`src/rtl/bt656_tx.sv`:
```
// BT.656 transmitter: a line/field timing generator requests RGB pixels, converts them to
// 10-bit studio-range 4:2:2 YCbCr and emits the embedded-sync word stream with EAV/SAV codes.
module bt656_tx #(
  parameter int H_TOTAL  = 858,
  parameter int H_ACTIVE = 720,
  parameter int V_TOTAL  = 525,
  parameter int F1_START = 263,
  parameter int V_BLANK  = 20
) (
  input  logic        daclk,
  input  logic        rstn,
  input  logic        en,
  output logic        pxreq,
  output logic        pxfirst,
  input  logic [23:0] pxdat,
  output logic [9:0]  dout,
  output logic        dfield
);

  localparam int L     = 2 * H_TOTAL;
  localparam int AS    = L - 2 * H_ACTIVE;
  localparam int WW    = $clog2(L);
  localparam int LW    = $clog2(V_TOTAL);
  localparam int ACC_W = 28;

  localparam logic [WW-1:0] W_LAST    = WW'(L - 1);
  localparam logic [WW-1:0] W_EAV_END = WW'(4);
  localparam logic [WW-1:0] W_SAV     = WW'(AS - 4);
  localparam logic [WW-1:0] W_ACT     = WW'(AS);
  localparam logic [LW-1:0] L_LAST    = LW'(V_TOTAL - 1);
  localparam logic [LW-1:0] L_VB      = LW'(V_BLANK);
  localparam logic [LW-1:0] L_F1      = LW'(F1_START);
  localparam logic [LW-1:0] L_F1V     = LW'(F1_START + V_BLANK);

  localparam logic signed [ACC_W-1:0] KYR = 67315,  KYG = 132155, KYB = 25665;
  localparam logic signed [ACC_W-1:0] KUR = -38856, KUG = -76280, KUB = 115138;
  localparam logic signed [ACC_W-1:0] KVR = 115138, KVG = -96413, KVB = -18724;
  localparam logic signed [ACC_W-1:0] RND   = 32768;
  localparam logic signed [ACC_W-1:0] OFS_Y = 64;
  localparam logic signed [ACC_W-1:0] OFS_C = 512;
  localparam logic signed [ACC_W-1:0] LO    = 4;
  localparam logic signed [ACC_W-1:0] HI    = 1019;

  typedef enum logic [1:0] {SEL_CONST, SEL_CB, SEL_CR, SEL_Y} sel_t;

  // One word slot travelling down the pipeline; word is used only for SEL_CONST.
  typedef struct packed {
    logic [9:0] word;
    sel_t       sel;
    logic       req;
    logic       first;
    logic       even;
    logic       sol;
    logic       f;
  } tok_t;

  function automatic logic signed [ACC_W-1:0] ext8(input logic [7:0] c);
    return $signed({{(ACC_W-8){1'b0}}, c});
  endfunction

  function automatic logic signed [ACC_W-1:0] rnd16(input logic signed [ACC_W-1:0] acc);
    return (acc + RND) >>> 16;
  endfunction

  function automatic logic [9:0] sat10(input logic signed [ACC_W-1:0] v);
    if (v < LO)      return LO[9:0];
    else if (v > HI) return HI[9:0];
    else             return v[9:0];
  endfunction

  logic [WW-1:0] wcnt, aofs, sofs;
  logic [LW-1:0] lcnt;
  logic          fbit, vbit, hbit;
  logic [1:0]    cidx;
  logic [9:0]    xy_c;
  tok_t          tok_c;

  always_ff @(posedge daclk or negedge rstn) begin
    if (!rstn) begin
      wcnt <= '0;
      lcnt <= '0;
    end else if (!en) begin
      wcnt <= '0;
      lcnt <= '0;
    end else if (wcnt == W_LAST) begin
      wcnt <= '0;
      lcnt <= (lcnt == L_LAST) ? '0 : lcnt + 1'b1;
    end else begin
      wcnt <= wcnt + 1'b1;
    end
  end

  always_comb begin
    fbit  = (lcnt >= L_F1);
    vbit  = (lcnt < L_VB) || (fbit && (lcnt < L_F1V));
    hbit  = (wcnt < W_EAV_END);
    aofs  = wcnt - W_ACT;
    sofs  = wcnt - W_SAV;
    xy_c  = {1'b1, fbit, vbit, hbit, vbit ^ hbit, fbit ^ hbit, fbit ^ vbit,
             fbit ^ vbit ^ hbit, 2'b00};
    cidx  = hbit ? wcnt[1:0] : sofs[1:0];
    tok_c = '0;
    tok_c.sol  = (wcnt == '0);
    tok_c.f    = fbit;
    tok_c.word = wcnt[0] ? 10'h040 : 10'h200;
    if (hbit || ((wcnt >= W_SAV) && (wcnt < W_ACT))) begin
      case (cidx)
        2'd0:    tok_c.word = 10'h3FF;
        2'd3:    tok_c.word = xy_c;
        default: tok_c.word = 10'h000;
      endcase
    end else if ((wcnt >= W_ACT) && !vbit) begin
      // Even slots (Cb/Cr) each pull one pixel; Cb slots mark the chroma-carrying pixel.
      tok_c.req   = ~aofs[0];
      tok_c.even  = (aofs[1:0] == 2'b00);
      tok_c.first = (aofs == '0) && (lcnt == L_VB);
      case (aofs[1:0])
        2'd0:    tok_c.sel = SEL_CB;
        2'd2:    tok_c.sel = SEL_CR;
        default: tok_c.sel = SEL_Y;
      endcase
    end
  end

  logic              vld_p0, vld_p1, vld_p2, vld_p3, vld_p4, vld_p5;
  tok_t              tok_p0, tok_p1, tok_p2, tok_p3, tok_p4, tok_p5;
  logic [23:0]       rgb_p3;
  logic signed [ACC_W-1:0] prod_p4 [9];
  logic [9:0]        y_p5, cb_p5, cr_p5;

  always_ff @(posedge daclk or negedge rstn) begin
    if (!rstn) begin
      {vld_p0, vld_p1, vld_p2, vld_p3, vld_p4, vld_p5} <= '0;
      pxreq   <= 1'b0;
      pxfirst <= 1'b0;
      dout    <= 10'h200;
      dfield  <= 1'b0;
    end else begin
      vld_p0  <= en;
      vld_p1  <= en & vld_p0;
      vld_p2  <= en & vld_p1;
      vld_p3  <= en & vld_p2;
      vld_p4  <= en & vld_p3;
      vld_p5  <= en & vld_p4;
      // p1: request goes out; pixel arrives during p2 and is captured at p3
      pxreq   <= en & vld_p0 & tok_p0.req;
      pxfirst <= en & vld_p0 & tok_p0.first;
      if (en && vld_p5) begin
        case (tok_p5.sel)
          SEL_CB:  dout <= cb_p5;
          SEL_CR:  dout <= cr_p5;
          SEL_Y:   dout <= y_p5;
          default: dout <= tok_p5.word;
        endcase
        if (tok_p5.sol) dfield <= tok_p5.f;
      end else begin
        dout <= 10'h200;
      end
    end
  end

  always_ff @(posedge daclk) begin
    tok_p0 <= tok_c;
    tok_p1 <= tok_p0;
    tok_p2 <= tok_p1;
    tok_p3 <= tok_p2;
    tok_p4 <= tok_p3;
    tok_p5 <= tok_p4;
    // p3: pixel capture
    rgb_p3 <= pxdat;
    // p4: nine coefficient products
    prod_p4[0] <= KYR * ext8(rgb_p3[23:16]);
    prod_p4[1] <= KYG * ext8(rgb_p3[15:8]);
    prod_p4[2] <= KYB * ext8(rgb_p3[7:0]);
    prod_p4[3] <= KUR * ext8(rgb_p3[23:16]);
    prod_p4[4] <= KUG * ext8(rgb_p3[15:8]);
    prod_p4[5] <= KUB * ext8(rgb_p3[7:0]);
    prod_p4[6] <= KVR * ext8(rgb_p3[23:16]);
    prod_p4[7] <= KVG * ext8(rgb_p3[15:8]);
    prod_p4[8] <= KVB * ext8(rgb_p3[7:0]);
    // p5: round, offset, clamp; chroma held from the even pixel across its odd partner
    if (vld_p4 && tok_p4.req)
      y_p5 <= sat10(OFS_Y + rnd16(prod_p4[0] + prod_p4[1] + prod_p4[2]));
    if (vld_p4 && tok_p4.even) begin
      cb_p5 <= sat10(OFS_C + rnd16(prod_p4[3] + prod_p4[4] + prod_p4[5]));
      cr_p5 <= sat10(OFS_C + rnd16(prod_p4[6] + prod_p4[7] + prod_p4[8]));
    end
  end

endmodule

```
`config.mk`:
```
export PLATFORM = sky130hd
export DESIGN_NAME = bt656_tx
export DESIGN_NICKNAME = d
export VERILOG_FILES = /design/src/rtl/bt656_tx.sv
export SDC_FILE = /design/constraint.sdc
export NUM_CORES = 2
export LEC_CHECK = 0
export CAP_MARGIN = 20
export CORE_UTILIZATION = 34
export DETAILED_ROUTE_END_ITERATION = 16
export GPL_TIMING_DRIVEN = 0
export MAX_ROUTING_LAYER = met4
export PLACE_DENSITY_LB_ADDON = 0.05
export REMOVE_ABC_BUFFERS = 1
export SYNTH_ARGS = -nofsm -noshare
export SYNTH_HDL_FRONTEND = slang
export SYNTH_SLANG_ARGS = --single-unit
export TNS_END_PERCENT = 1
```
`constraint.sdc`:
```
create_clock -name daclk -period 5.3 [get_ports daclk]
set_clock_uncertainty 0.2 [all_clocks]
set_input_delay 0.795 -clock daclk [delete_from_list [all_inputs] [get_ports daclk]]
set_output_delay 0.795 -clock daclk [all_outputs]
set_load 0.005 [all_outputs]
```
# Word-level counts from Yosys, hierarchy flattened
# Memory sizes are Yosys's and may differ from the RTL's.
# Cells that the tools add are included.
# W data, S select, Z words.
totals:
  register_bits: 189
  latch_bits: 0
  mem_bits_rw: 252
  mem_bits_ro: 0
  in_bits: 27
  elab_cells: 143
  memories: 1
mem_list:
  columns: ["name", "depth", "word_bits", "read_ports", "rd_clocked_by_memory_dff", "wr", "line", "source"]
  rows:
  - ["prod_p4", 9, 28, 9, 0, 9, "128", "logic signed [ACC_W-1:0] prod_p4 [9];"]
op_classes:
  addsub: 16
  multipliers: 9
  div: 0
  n_lt_le_gt_ge: 13
  eq_ne: 9
  shifts: 0
  muxes: 15
  bitwise_logic: 13
  n_reduce_logical: 16
op_table:
  columns: ["operator", "count"]
  rows:
  - ["$add A28 B28 Y28", 6]
  - ["$mux W10", 9]
  - ["$add A28 B17 Y28 const B", 3]
  - ["$mul A16 B8 Y24 const A", 2]
  - ["$mul A14 B9 Y23 const A", 2]
  - ["$gt A13 B11 Y1 const B", 3]
  - ["$lt A13 B4 Y1 const B", 3]
  - ["$pmux W10 S3", 1]
  - ["$mul A18 B9 Y27 const A", 1]
  - ["$add A11 B12 Y13 const A", 2]
  - ["$mul A18 B8 Y26 const A", 1]
  - ["$mul A17 B8 Y25 const A", 1]
  - ["$mul A15 B9 Y24 const A", 1]
  - ["$mul A15 B8 Y23 const A", 1]
  - ["$ge A11 B9 Y1 const B", 2]
  - ["$logic_not A11 Y1", 2]
  - ["$mux W11", 2]
  - ["$pmux W10 S2", 1]
  - ["$add A8 B12 Y13 const A", 1]
  - ["$add A11 B1 Y11 const B", 1]
  - ["$eq A11 B11 Y1 const B", 1]
  - ["$lt A11 B3 Y1 const B", 1]
  - ["$lt A11 B9 Y1 const B", 1]
  - ["$sub A11 B9 Y11 const B", 1]
  - ["21 further kinds", 42]

# Longest topological paths before layout
depth:
  ltp_word: 7
  ltp_mapped: 20
  depth_no_buf: 20

# Worst setup path before layout
# No wires, ideal clock.
synth_path:
  path_type: "register to register"
  startpoint: "register rgb_p3[14]"
  endpoint: "memory prod_p4[7][25], in the netlist prod_p4[0][221]"
  setup_time_ps: 79
  arrival_time_ps: 4956
  required_ps: 5021
  path_slack_ps: 65
  path_stages_with_launch: 20
  cell_sequence: "dfxtp_1 > clkbuf_1 > inv_1 > ha_1 > ha_1 > or2_2 > fa_1 > inv_1 > fa_1 > inv_1 > ha_1 > inv_1 > o21bai_1 > a2111oi_0 > o21a_1 > a21oi_1 > a41o_1 > o41ai_1 > nand4b_1 > o211ai_1"
synth_rtl:
  columns: ["element", "line", "source"]
  rows:
  - ["start, declared", "127", "logic [23:0] rgb_p3;"]
  - ["start signal, assigned", "170", "rgb_p3 <= pxdat;"]
  - ["end, declared", "128", null]

==> metrics <==
outcome complete, no violations; Post-synth EDFFs 30; count of pins over their slew limit 0; Syn Area/Cell 9.86 um^2; CTS clk-pin slew, worst paths 0.06 ns; FP Rows 110; CP endpoint kind flip-flop; cts bufs inserted 49; slowest CP cell or4b_4; slew margin rel. 34.1%; worst-skew pair later-pin latency 0.64 ns; final wirelength 82.7 mm; Synth Flop Type dfxtp_1; WP buf/inv 2; Slew @ Worst Pin 0.989 ns; die area 0.0932 mm^2; Overall Global Routing Usage 18.6%; sequential area share after synthesis 26.5%; critical-path maximum fanout 5; most frequent cells in the layout inv_1, ha_1, dfxtp_1; synthesized instance count 3171; DRC errors left 0; via/cell ratio 4.66; critical path cell sequence fa_1 > ha_1 > ha_1 > a21oi_1 > o21ai_2 > or4_1 > o211ai_1 > buf_4 > a21oi_2 > nor3_2 > buf_4 > o21bai_4 > xor2_1 > ha_2 > nand3b_1 > or4b_4 > a41oi_4 > a21oi_1; family with the most delay on the worst path adder cells; Final HPWL DP 68.9 mm; NumNets Final 4116; Die X 305 um; most common cell after layout, fill and taps aside inv_1; I/O pin count 40; top cells by area, synth ha_1, dfxtp_1, fa_1; cell type with the largest total area after synthesis ha_1; maximum root-to-sink buffer count 3; reg2reg setup slack 0.21 ns; Die H 305 um; Area Overhead vs Synth 13.3%; CORE AREA 0.0906 mm^2; total number of vias 20875; Critical Path Start Type flip-flop; CTS sink cnt 389; period utilization 96.0%; clock root cell clkbuf_16; initial antenna violation count 6; DR pass1 iterations 5; H-tree levels 2; Initial Util 34.5%; vias in the first global route 21839; ys async rst share 10.3%; Inst Count DP 4368; RSZ-0062 raised after global routing yes; Max Freq 197 MHz; Crit path arrival time 5.22 ns; Req. time, crit path 5.44 ns; layout cells sized above 1 7.43%; Finished Layout Cells 4476; RD Place Congestion 0.861; Final ANT Viol Nets 0; post-synth cell types 85; GRT Residual Overflow 0; # setup viols final 0; Fin. Hold Viols 0; CTS tree built; first-pass GRT wire length 128 mm; largest net degree at the start of global routing 36; Setup CP Type flip-flop to flip-flop; Final Critical Period 5.09 ns; WL/cell 18.5 um; Synth warnings 0; Yosys top cell area share 21.9%; CP max stage delay 0.57 ns; Yosys reg bits 389; hold crit path type flip-flop to flip-flop; total of max-cap violations 0; Iter 0 DRT Violations 804; # port buffers 39; Syn Std Cell Area 0.0313 mm^2
==> synthesized netlist by cell type (all sizes together) (4+ instances only) <==
cell	number
or4	6
nand2	97
dfxtp	319
or2	11
nand3b	8
dfrtp	39
a41o	4
inv	742
a41oi	6
o211ai	10
mux4	8
nand3	44
fa	283
and2	22
nor3	54
a31o	15
nand4	8
o21a	20
a21boi	9
nor2b	13
a211oi	17
or3	18
o2111ai	5
ha	548
mux2i	4
a21oi	148
clkbuf	19
and4	5
a2111oi	7
a311oi	4
o21ai	95
nor3b	4
o41ai	6
a21o	40
and3	41
edfxtp	30
o21bai	17
a31oi	15
xor2	56
o31ai	10
nand2b	20
nor4	9
nor2	147
xnor2	141
==> timing repair <==
item / in CTS / in global routing
endpoints found under the hold margin: 5 / 0
hold buffers: 1 / 0
cloned: 0 / 1
endpoints found under the setup margin: 83 / 61
pin swaps: 3 / 20
resized for setup: 63 / 84
setup buffers: 4 / 9
==> area by class of cell <==
| class | instances | area [um^2] |
|---|---|---|
| clock buffers | 64 | 1360 |
| repair buffers | 55 | 522 |
| well taps | 1176 | 1470 |
| diodes | 1 | 2.50 |
| clock inverters | 28 | 284 |
| inverters | 742 | 2790 |
| multi-input cells | 2021 | 20600 |
| fillers | 9069 | 55100 |
| flip-flops and latches | 389 | 8380 |
==> layer usage <==
metal  part of all wire, %  global-route usage [%]
met5                     0                       -
met3                   2.8                    2.00
met2                    49                    31.7
met1                    47                    23.9
met4                   1.7                    3.88
==> cell families (layout without fill, tap and decap cells) <==
kind of cell | Yosys count | after routing | synth area share, %
AO/OA/AOI/OAI | 457 | 458 | 9.60
other | 0 | 1 | 0
buffers and inverters | 762 | 889 | 9.15
adder cells (fa/ha/maj) | 831 | 831 | 40.1
AND/OR/NAND/NOR | 519 | 519 | 8.29
XOR/XNOR | 198 | 198 | 5.59
multiplexers | 15 | 15 | 0.812
flip-flops | 389 | 389 | 26.5
==> state kept, by name, indices dropped and copies added (netlist names), 10 cells and up <==
name     flops
tok_p3      15
cb_p5       10
tok_p1      15
lcnt        10
prod_p4    206
tok_p5      13
y_p5        10
wcnt        11
cr_p5       10
tok_p2      15
dout        10
tok_p0      16
rgb_p3      24
tok_p4      15
==> stage by stage <==
step	setup slack [ns]	utilization [%]	hold slack, ns	TNS [ns]	area [um^2]
2_1_floorplan	0.175	-	0.110	0	31200
3_3_place_gp	-1.41	36.5	0.111	-39.57	33100
3_5_place_dp	-1.45	36.5	0.112	-36.17	33100
4_1_cts	-0.0682	38.6	0.125	-0.151	34900
5_1_grt	-0.0967	39.1	0.129	-0.324	35400
6_report	0.214	39.1	0.121	0	35400
==> worst register-to-register path, cell delays in order, from the launching register on <==
cell and delay [ns]:
dfxtp_1 0.33, fa_1 0.49, ha_1 0.31, ha_1 0.31
a21oi_1 0.17, o21ai_2 0.13, or4_1 0.43, o211ai_1 0.20
buf_4 0.16, a21oi_2 0.07, nor3_2 0.18, buf_4 0.17
o21bai_4 0.06, xor2_1 0.24, ha_2 0.26, nand3b_1 0.08
or4b_4 0.57, a41oi_4 0.30, a21oi_1 0.12
==> worst paths after layout <==
path,startpoint,endpoint,depth (start not counted)
setup / recovery,prod_p4[0][176]$_DFF_P_,cr_p5[4]$_SDFFCE_PP0P_,18
setup reg to reg,prod_p4[0][176]$_DFF_P_,cr_p5[4]$_SDFFCE_PP0P_,18
min in group asynchronous,rstn,dout[7]$_DFF_PN0_,2
hold reg to reg,tok_p1[15]$_DFF_P_,tok_p2[15]$_DFF_P_,0
max in group asynchronous,rstn,dout[9]$_DFF_PN1_,3
hold / removal,tok_p1[15]$_DFF_P_,tok_p2[15]$_DFF_P_,0
Power is left out: the tool's default activity adds up to more than one toggle a clock period on the data nets, which glitch-free logic cannot reach.
